## config.mk

```make
export PLATFORM = sky130hd
export DESIGN_NAME = line_fill_flat
export DESIGN_NICKNAME = d
export VERILOG_FILES = /design/src/rtl/bmain_pkg.sv /design/src/rtl/line_fill_if.sv /design/src/rtl/line_fill.sv /design/src/flat_wrapper.sv
export SDC_FILE = /design/constraint.sdc
export NUM_CORES = 1
export LEC_CHECK = 0
export CORE_MARGIN = 1
export CORE_UTILIZATION = 35
export CTS_BUF_LIST = sky130_fd_sc_hd__clkbuf_8
export CTS_CLUSTER_SIZE = 25
export DETAILED_ROUTE_END_ITERATION = 10
export PLACE_DENSITY = 0.7
export SYNTH_ARGS = -nofsm -noshare
export SYNTH_HDL_FRONTEND = slang
export SYNTH_SLANG_ARGS = --single-unit
```

## constraint.sdc

```tcl
create_clock -name clk_core -period 2.7 [get_ports clk_core]
set_clock_uncertainty 0.15 [all_clocks]
set_input_delay 0.54 -clock clk_core [delete_from_list [all_inputs] [get_ports clk_core]]
set_output_delay 0.54 -clock clk_core [all_outputs]
set_load 0.02 [all_outputs]
```

## src/rtl/bmain_pkg.sv

```systemverilog
// Shared bmain bus types and the line-fill engine state encoding.
package bmain_pkg;
  typedef enum logic {BMAIN_READ = 1'b0, BMAIN_WRITE = 1'b1} bmain_cmd_e;

  localparam int BMAIN_ADDR_W = 26;

  typedef enum logic [1:0] {
    LF_IDLE = 2'd0,
    LF_CMD  = 2'd1,
    LF_DATA = 2'd2,
    LF_DONE = 2'd3
  } line_fill_state_e;
endpackage

```

## src/rtl/line_fill_if.sv

```systemverilog
// bmain command / read-response / error channel as seen by a bus master.
interface line_fill_if;
  import bmain_pkg::*;

  logic                    lf_cvalid;
  logic                    bmain_cready;
  bmain_cmd_e              lf_cmd;
  logic [BMAIN_ADDR_W-1:0] lf_addr;
  logic                    bmain_rvalid;
  logic                    lf_rready;
  logic                    bmain_rlast;
  logic [31:0]             bmain_rdata;
  logic                    bmain_error;
  logic                    lf_eack;

  modport master (
    output lf_cvalid, lf_cmd, lf_addr, lf_rready, lf_eack,
    input  bmain_cready, bmain_rvalid, bmain_rlast, bmain_rdata, bmain_error
  );

  modport slave (
    input  lf_cvalid, lf_cmd, lf_addr, lf_rready, lf_eack,
    output bmain_cready, bmain_rvalid, bmain_rlast, bmain_rdata, bmain_error
  );
endinterface

```

## src/rtl/line_fill.sv

```systemverilog
// I-cache line fill engine: one burst read per miss, line returned via
// valid/ready with an error flag for bus errors and malformed bursts.
module line_fill
  import bmain_pkg::*;
#(
  parameter int BEATS    = 4,
  parameter int LINE_LSB = 4
) (
  input  logic                   clk_core,
  input  logic                   reset,
  input  logic                   miss_valid,
  output logic                   miss_ready,
  input  logic [27-LINE_LSB:0]   miss_addr,
  output logic                   fill_valid,
  input  logic                   fill_ready,
  output logic [27-LINE_LSB:0]   fill_line_addr,
  output logic [32*BEATS-1:0]    fill_data,
  output logic                   fill_error,
  line_fill_if.master            bm
);

  localparam int CNT_W = $clog2(BEATS);

  line_fill_state_e state, state_nxt;

  logic [27-LINE_LSB:0]     addr_q;
  logic [BEATS-1:0][31:0]   line_q;
  logic [CNT_W-1:0]         cnt_q;
  logic                     err_q;
  logic                     drop_q;
  logic                     eack_q;

  logic beat, last_slot, bus_err;

  assign beat      = bm.bmain_rvalid & bm.lf_rready;
  assign last_slot = (cnt_q == CNT_W'(BEATS-1));
  assign bus_err   = bm.bmain_error & ((state == LF_CMD) | (state == LF_DATA));

  assign miss_ready     = (state == LF_IDLE);
  assign fill_valid     = (state == LF_DONE);
  assign fill_error     = (state == LF_DONE) & err_q;
  assign fill_line_addr = addr_q;
  assign fill_data      = line_q;

  assign bm.lf_cvalid = (state == LF_CMD);
  assign bm.lf_rready = (state == LF_DATA);
  assign bm.lf_cmd    = BMAIN_READ;
  assign bm.lf_addr   = {addr_q, (LINE_LSB-2)'(0)};
  assign bm.lf_eack   = eack_q;

  always_ff @(posedge clk_core or posedge reset) begin
    if (reset) state <= LF_IDLE;
    else       state <= state_nxt;
  end

  always_comb begin
    state_nxt = state;
    case (state)
      LF_IDLE: if (miss_valid) state_nxt = LF_CMD;
      LF_CMD: begin
        if (bus_err)                state_nxt = LF_DONE;
        else if (bm.bmain_cready)   state_nxt = LF_DATA;
      end
      LF_DATA: begin
        if (bus_err)                      state_nxt = LF_DONE;
        else if (beat && bm.bmain_rlast)  state_nxt = LF_DONE;
      end
      LF_DONE: if (fill_ready) state_nxt = LF_IDLE;
      default: state_nxt = LF_IDLE;
    endcase
  end

  // Ack any slave error as a single-cycle pulse regardless of state.
  always_ff @(posedge clk_core or posedge reset) begin
    if (reset) begin
      cnt_q  <= '0;
      err_q  <= 1'b0;
      drop_q <= 1'b0;
      eack_q <= 1'b0;
    end else begin
      eack_q <= bm.bmain_error & ~eack_q;
      case (state)
        LF_IDLE: if (miss_valid) begin
          err_q  <= 1'b0;
          drop_q <= 1'b0;
        end
        LF_CMD: begin
          if (bm.bmain_cready) cnt_q <= '0;
          if (bus_err)         err_q <= 1'b1;
        end
        LF_DATA: begin
          if (beat && !drop_q) begin
            cnt_q <= cnt_q + CNT_W'(1);
            if (bm.bmain_rlast && !last_slot) err_q <= 1'b1;
            // Overlong burst: flag it and swallow beats until rlast.
            if (!bm.bmain_rlast && last_slot) begin
              err_q  <= 1'b1;
              drop_q <= 1'b1;
            end
          end
          if (bus_err) err_q <= 1'b1;
        end
        default: ;
      endcase
    end
  end

  always_ff @(posedge clk_core) begin
    if (state == LF_IDLE && miss_valid) addr_q <= miss_addr;
    if (state == LF_DATA && beat && !drop_q) line_q[cnt_q] <= bm.bmain_rdata;
  end

endmodule
```

## src/flat_wrapper.sv

```systemverilog
// flat-port wrapper written by rule: the top's interface ports become plain ports
module line_fill_flat import bmain_pkg::*;
#(
  parameter int BEATS    = 4,
  parameter int LINE_LSB = 4
)
  (clk_core, reset, miss_valid, miss_ready, miss_addr, fill_valid, fill_ready, fill_line_addr, fill_data, fill_error, bm_lf_cvalid, bm_lf_cmd, bm_lf_addr, bm_lf_rready, bm_lf_eack, bm_bmain_cready, bm_bmain_rvalid, bm_bmain_rlast, bm_bmain_rdata, bm_bmain_error);
  line_fill_if bm_i ();
  input  logic clk_core;
  input  logic reset;
  input  logic miss_valid;
  output logic miss_ready;
  input  logic [27-LINE_LSB:0] miss_addr;
  output logic fill_valid;
  input  logic fill_ready;
  output logic [27-LINE_LSB:0] fill_line_addr;
  output logic [32*BEATS-1:0] fill_data;
  output logic fill_error;
  output wire logic [$bits(bm_i.lf_cvalid)-1:0] bm_lf_cvalid;
  output wire logic [$bits(bm_i.lf_cmd)-1:0] bm_lf_cmd;
  output wire logic [$bits(bm_i.lf_addr)-1:0] bm_lf_addr;
  output wire logic [$bits(bm_i.lf_rready)-1:0] bm_lf_rready;
  output wire logic [$bits(bm_i.lf_eack)-1:0] bm_lf_eack;
  input wire logic [$bits(bm_i.bmain_cready)-1:0] bm_bmain_cready;
  input wire logic [$bits(bm_i.bmain_rvalid)-1:0] bm_bmain_rvalid;
  input wire logic [$bits(bm_i.bmain_rlast)-1:0] bm_bmain_rlast;
  input wire logic [$bits(bm_i.bmain_rdata)-1:0] bm_bmain_rdata;
  input wire logic [$bits(bm_i.bmain_error)-1:0] bm_bmain_error;
  assign bm_lf_cvalid = bm_i.lf_cvalid;
  assign bm_lf_cmd = bm_i.lf_cmd;
  assign bm_lf_addr = bm_i.lf_addr;
  assign bm_lf_rready = bm_i.lf_rready;
  assign bm_lf_eack = bm_i.lf_eack;
  assign bm_i.bmain_cready = bm_bmain_cready;
  assign bm_i.bmain_rvalid = bm_bmain_rvalid;
  assign bm_i.bmain_rlast = bm_bmain_rlast;
  assign bm_i.bmain_rdata = bm_bmain_rdata;
  assign bm_i.bmain_error = bm_bmain_error;
  line_fill #(.BEATS(BEATS), .LINE_LSB(LINE_LSB)) u_core (.clk_core(clk_core), .reset(reset), .miss_valid(miss_valid), .miss_ready(miss_ready), .miss_addr(miss_addr), .fill_valid(fill_valid), .fill_ready(fill_ready), .fill_line_addr(fill_line_addr), .fill_data(fill_data), .fill_error(fill_error), .bm(bm_i));
endmodule
```

==> summary.txt, run 1 <==
Outcome
  – Status: finished with violations
  – Failing checks: design-rule violations

Worst setup path
  – WS Path Type: register to output port
  – Max Fanout on Critical Path: 5
  – Reg2reg start: u_core.state[0]
  – Worst Setup End Kind: output port
  – Crit path from: u_core.state[0]
  – Arrival @ worst endpoint: 1.86 ns
  – CP required: 2.01 ns
  – Startpoint types: register

Clock network
  – Num Clock Sinks: 159
  – CTS tree: yes
  – Clock Tree Root: clkbuf_8
  – Worst skew pair latency: approximately 0.44 ns
  – Clock transition at path regs: 0.08 ns
  – CTS Buf Count: 17
  – CTS max path bufs: 2
  – H-tree depth: 4

Synthesis
  – Main synth FF type: edfxtp_1
  – Sequential-to-total area share from yosys stat: between 80% and 90%
  – Synthesized area per cell: 21.15 um2
  – Yosys top cell by area: edfxtp_1
  – Post-synth cell types: 30
  – Mapped Cells: 256
  – Post-synth EDFFs: ~150
  – Syn. warnings: 0
  – Synthesized cell area: 5415 um2
  – #FFs+latches synth: 159
  – Ys async rst share: 4.403%
  – Post-synth top area share: 84.29%
  – Top cells by area, synth: edfxtp_1 84%, buf_4 3.7%, dfrtp_1 3.2%

Pwr
  – PwrDens: 750.8 nW/um2
  – Peak VDD IR: 0.4872 mV
  – Leakage Power: 2.940 nW

Timing
  – Slew Viols, Final: 0
  – Hold WS: approximately 0.18 ns
  – Crit path time final: roughly 2.6 ns
  – Final Hold Fails: 0
  – RSZ-0062 raised after global routing: no
  – Post-route setup TNS: 0 ns
  – Final period util: 94.62%
  – Setup violators final: 0
  – Peak Freq: 391.4 MHz

Placement
  – Gpl congestion: 0.8152
  – Post-DP HPWL: roughly 9.6 mm
  – I/O Buffers: 245

Die
  – Die W: 126.4 um
  – Die H: between 100 and 150 um
  – Num rows: 45
  – Core area: 15150 um2
  – Io pins: 249
  – Die Area: around 16000 um2
  – Initial Util: 35.75%

Global routing
  – Largest net degree at the start of global routing: 25
  – GRT Overall Usage: 16.40%
  – Gr ovfl total: 0
  – First-pass GRT wire length: 18.84 mm
  – Vias in the first global route: approximately 3.1k
  – Initial antenna violation count: 1

Routing
  – Vias per cell: about 4.4
  – Total number of vias: 3113
  – Antenna Nets Post-Route: 0
  – DR iter-0 viols: 219
  – Average wire per standard cell: 18.02 um
  – Drt total wl: 12.71 mm
  – DRC Markers: 2
  – 1st-pass router iterations: 7

Hold path
  – Worst Hold Class: primary input to asynchronous set/reset pin

Cells and area
  – Post-layout net count: 579
  – Most frequent cells in the layout: 244 x clkdlybuf4s50_1, 152 x edfxtp_1, 19 x clkbuf_8, 11 x inv_1, 11 x ha_1
  – Layout area overhead: 54.11%
  – # diodes: 0
  – Fillers: 1140
  – Most common cell after layout, fill and taps aside: clkdlybuf4s50_1
  – Ratio of cells with drive above 1 in the final layout: 8.897%

Job
  – Max Cap Violations: 0
## worst paths after layout
check                           depth (start not counted)  slack (ns)                    to
worst max-delay path                                    3        0.15            miss_ready
worst min-delay path                                    2        0.18       u_core.cnt_q[0]
worst max register to register                          5        0.76  u_core.fill_data[67]
worst min register to register                          1        0.28     u_core.bm.lf_eack
max in group asynchronous                               2        1.98          u_core.err_q
min in group clk_core                                   1        0.28     u_core.bm.lf_eack
## per-layer routing
metal	global-route usage [%]	up-vias	wire [um]
li1	-	1437	-
met1	19.67	1525	5181
met2	28.18	132	6659
met3	4.175	17	667
met4	6.875	2	182
met5	0	-	12
## cells in the mapped netlist, types with 2 or more instances
| master | instances |
|---|---|
| dfrtp_1 | 7 |
| nor2b_1 | 3 |
| nand2b_1 | 2 |
| o21ai_0 | 6 |
| inv_1 | 8 |
| buf_4 | 27 |
| ha_1 | 11 |
| a21o_1 | 2 |
| and3_1 | 5 |
| nand2_1 | 6 |
| a31oi_1 | 2 |
| edfxtp_1 | 152 |
| nor2_1 | 6 |
| a21oi_1 | 3 |
## layout make-up
| class | instances | area (um2) | share of cell area [%] |
|---|---|---|---|
| repair buffers | 255 | 2530 | 30.31 |
| well taps | 188 | 235.2 | 2.819 |
| multi-input cells | 63 | 450.4 | 5.397 |
| clock inverters | 13 | 98.84 | 1.184 |
| clock buffers | 19 | 261.5 | 3.133 |
| inverters | 8 | 30.03 | 0.3598 |
| flip-flops and latches | 159 | 4740 | 56.79 |
## stage by stage
step / utilization, % / total power [mW] / instances / setup WS, ns / instance area [um2]
finish: 55.10 / 6.265 / 705 / 0.1454 / 8346
global route: 55.10 / 6.557 / 705 / 0.04635 / 8346
global placement: 52.71 / 4.728 / 673 / 0.4088 / 7983
floorplan: - / 4.013 / 258 / 0.1717 / 5423
CTS: 55.08 / 6.329 / 705 / 0.006601 / 8343
detailed placement: 52.71 / 4.760 / 673 / 0.3608 / 7983
## report_power, final
group / leakage [nW] / internal, mW / switching [mW]
registers: 1.47 / 2.99 / 0.115
clock network: 0.195 / 0.762 / 0.807
logic: 1.28 / 0.718 / 0.872
## registers in the layout (all words and copies together), names as in the netlist
name                   count
u_core.drop_q              1
u_core.fill_data         128
u_core.state               2
u_core.cnt_q               2
u_core.bm.lf_eack          1
u_core.err_q               1
u_core.fill_line_addr     24
## cells by family (layout without fill, tap and decap cells)
group                      Yosys count  count (layout)  share of synthesized area [%]
and+or+nand+nor                     29              29                          2.934
AOI/OAI and AO/OA                   20              20                          2.541
adders and majority gates           11              11                          2.542
other                                1               3                        0.06925
DFF                                159             159                          87.52
buffers and inverters               36             295                          4.390
## what timing repair did
item	in CTS	in global routing
resized for setup	0	1
hold buffers	0	0
endpoints found under the setup margin	0	1
buffers inserted	0	0
## worst max-delay path: stages, from the launching register on
cell             delay [ns]
dfrtp_1                0.44
inv_1                  0.15
ha_1                   0.21
clkdlybuf4s50_1        0.62
Power figures use the tool's default switching activity.
==> run 2: changes to the inputs <==
Settings changed: CAP_MARGIN set to 0.
==> results of run 2 <==
The final DEF is identical to that of run 1; final timing and power are the same.
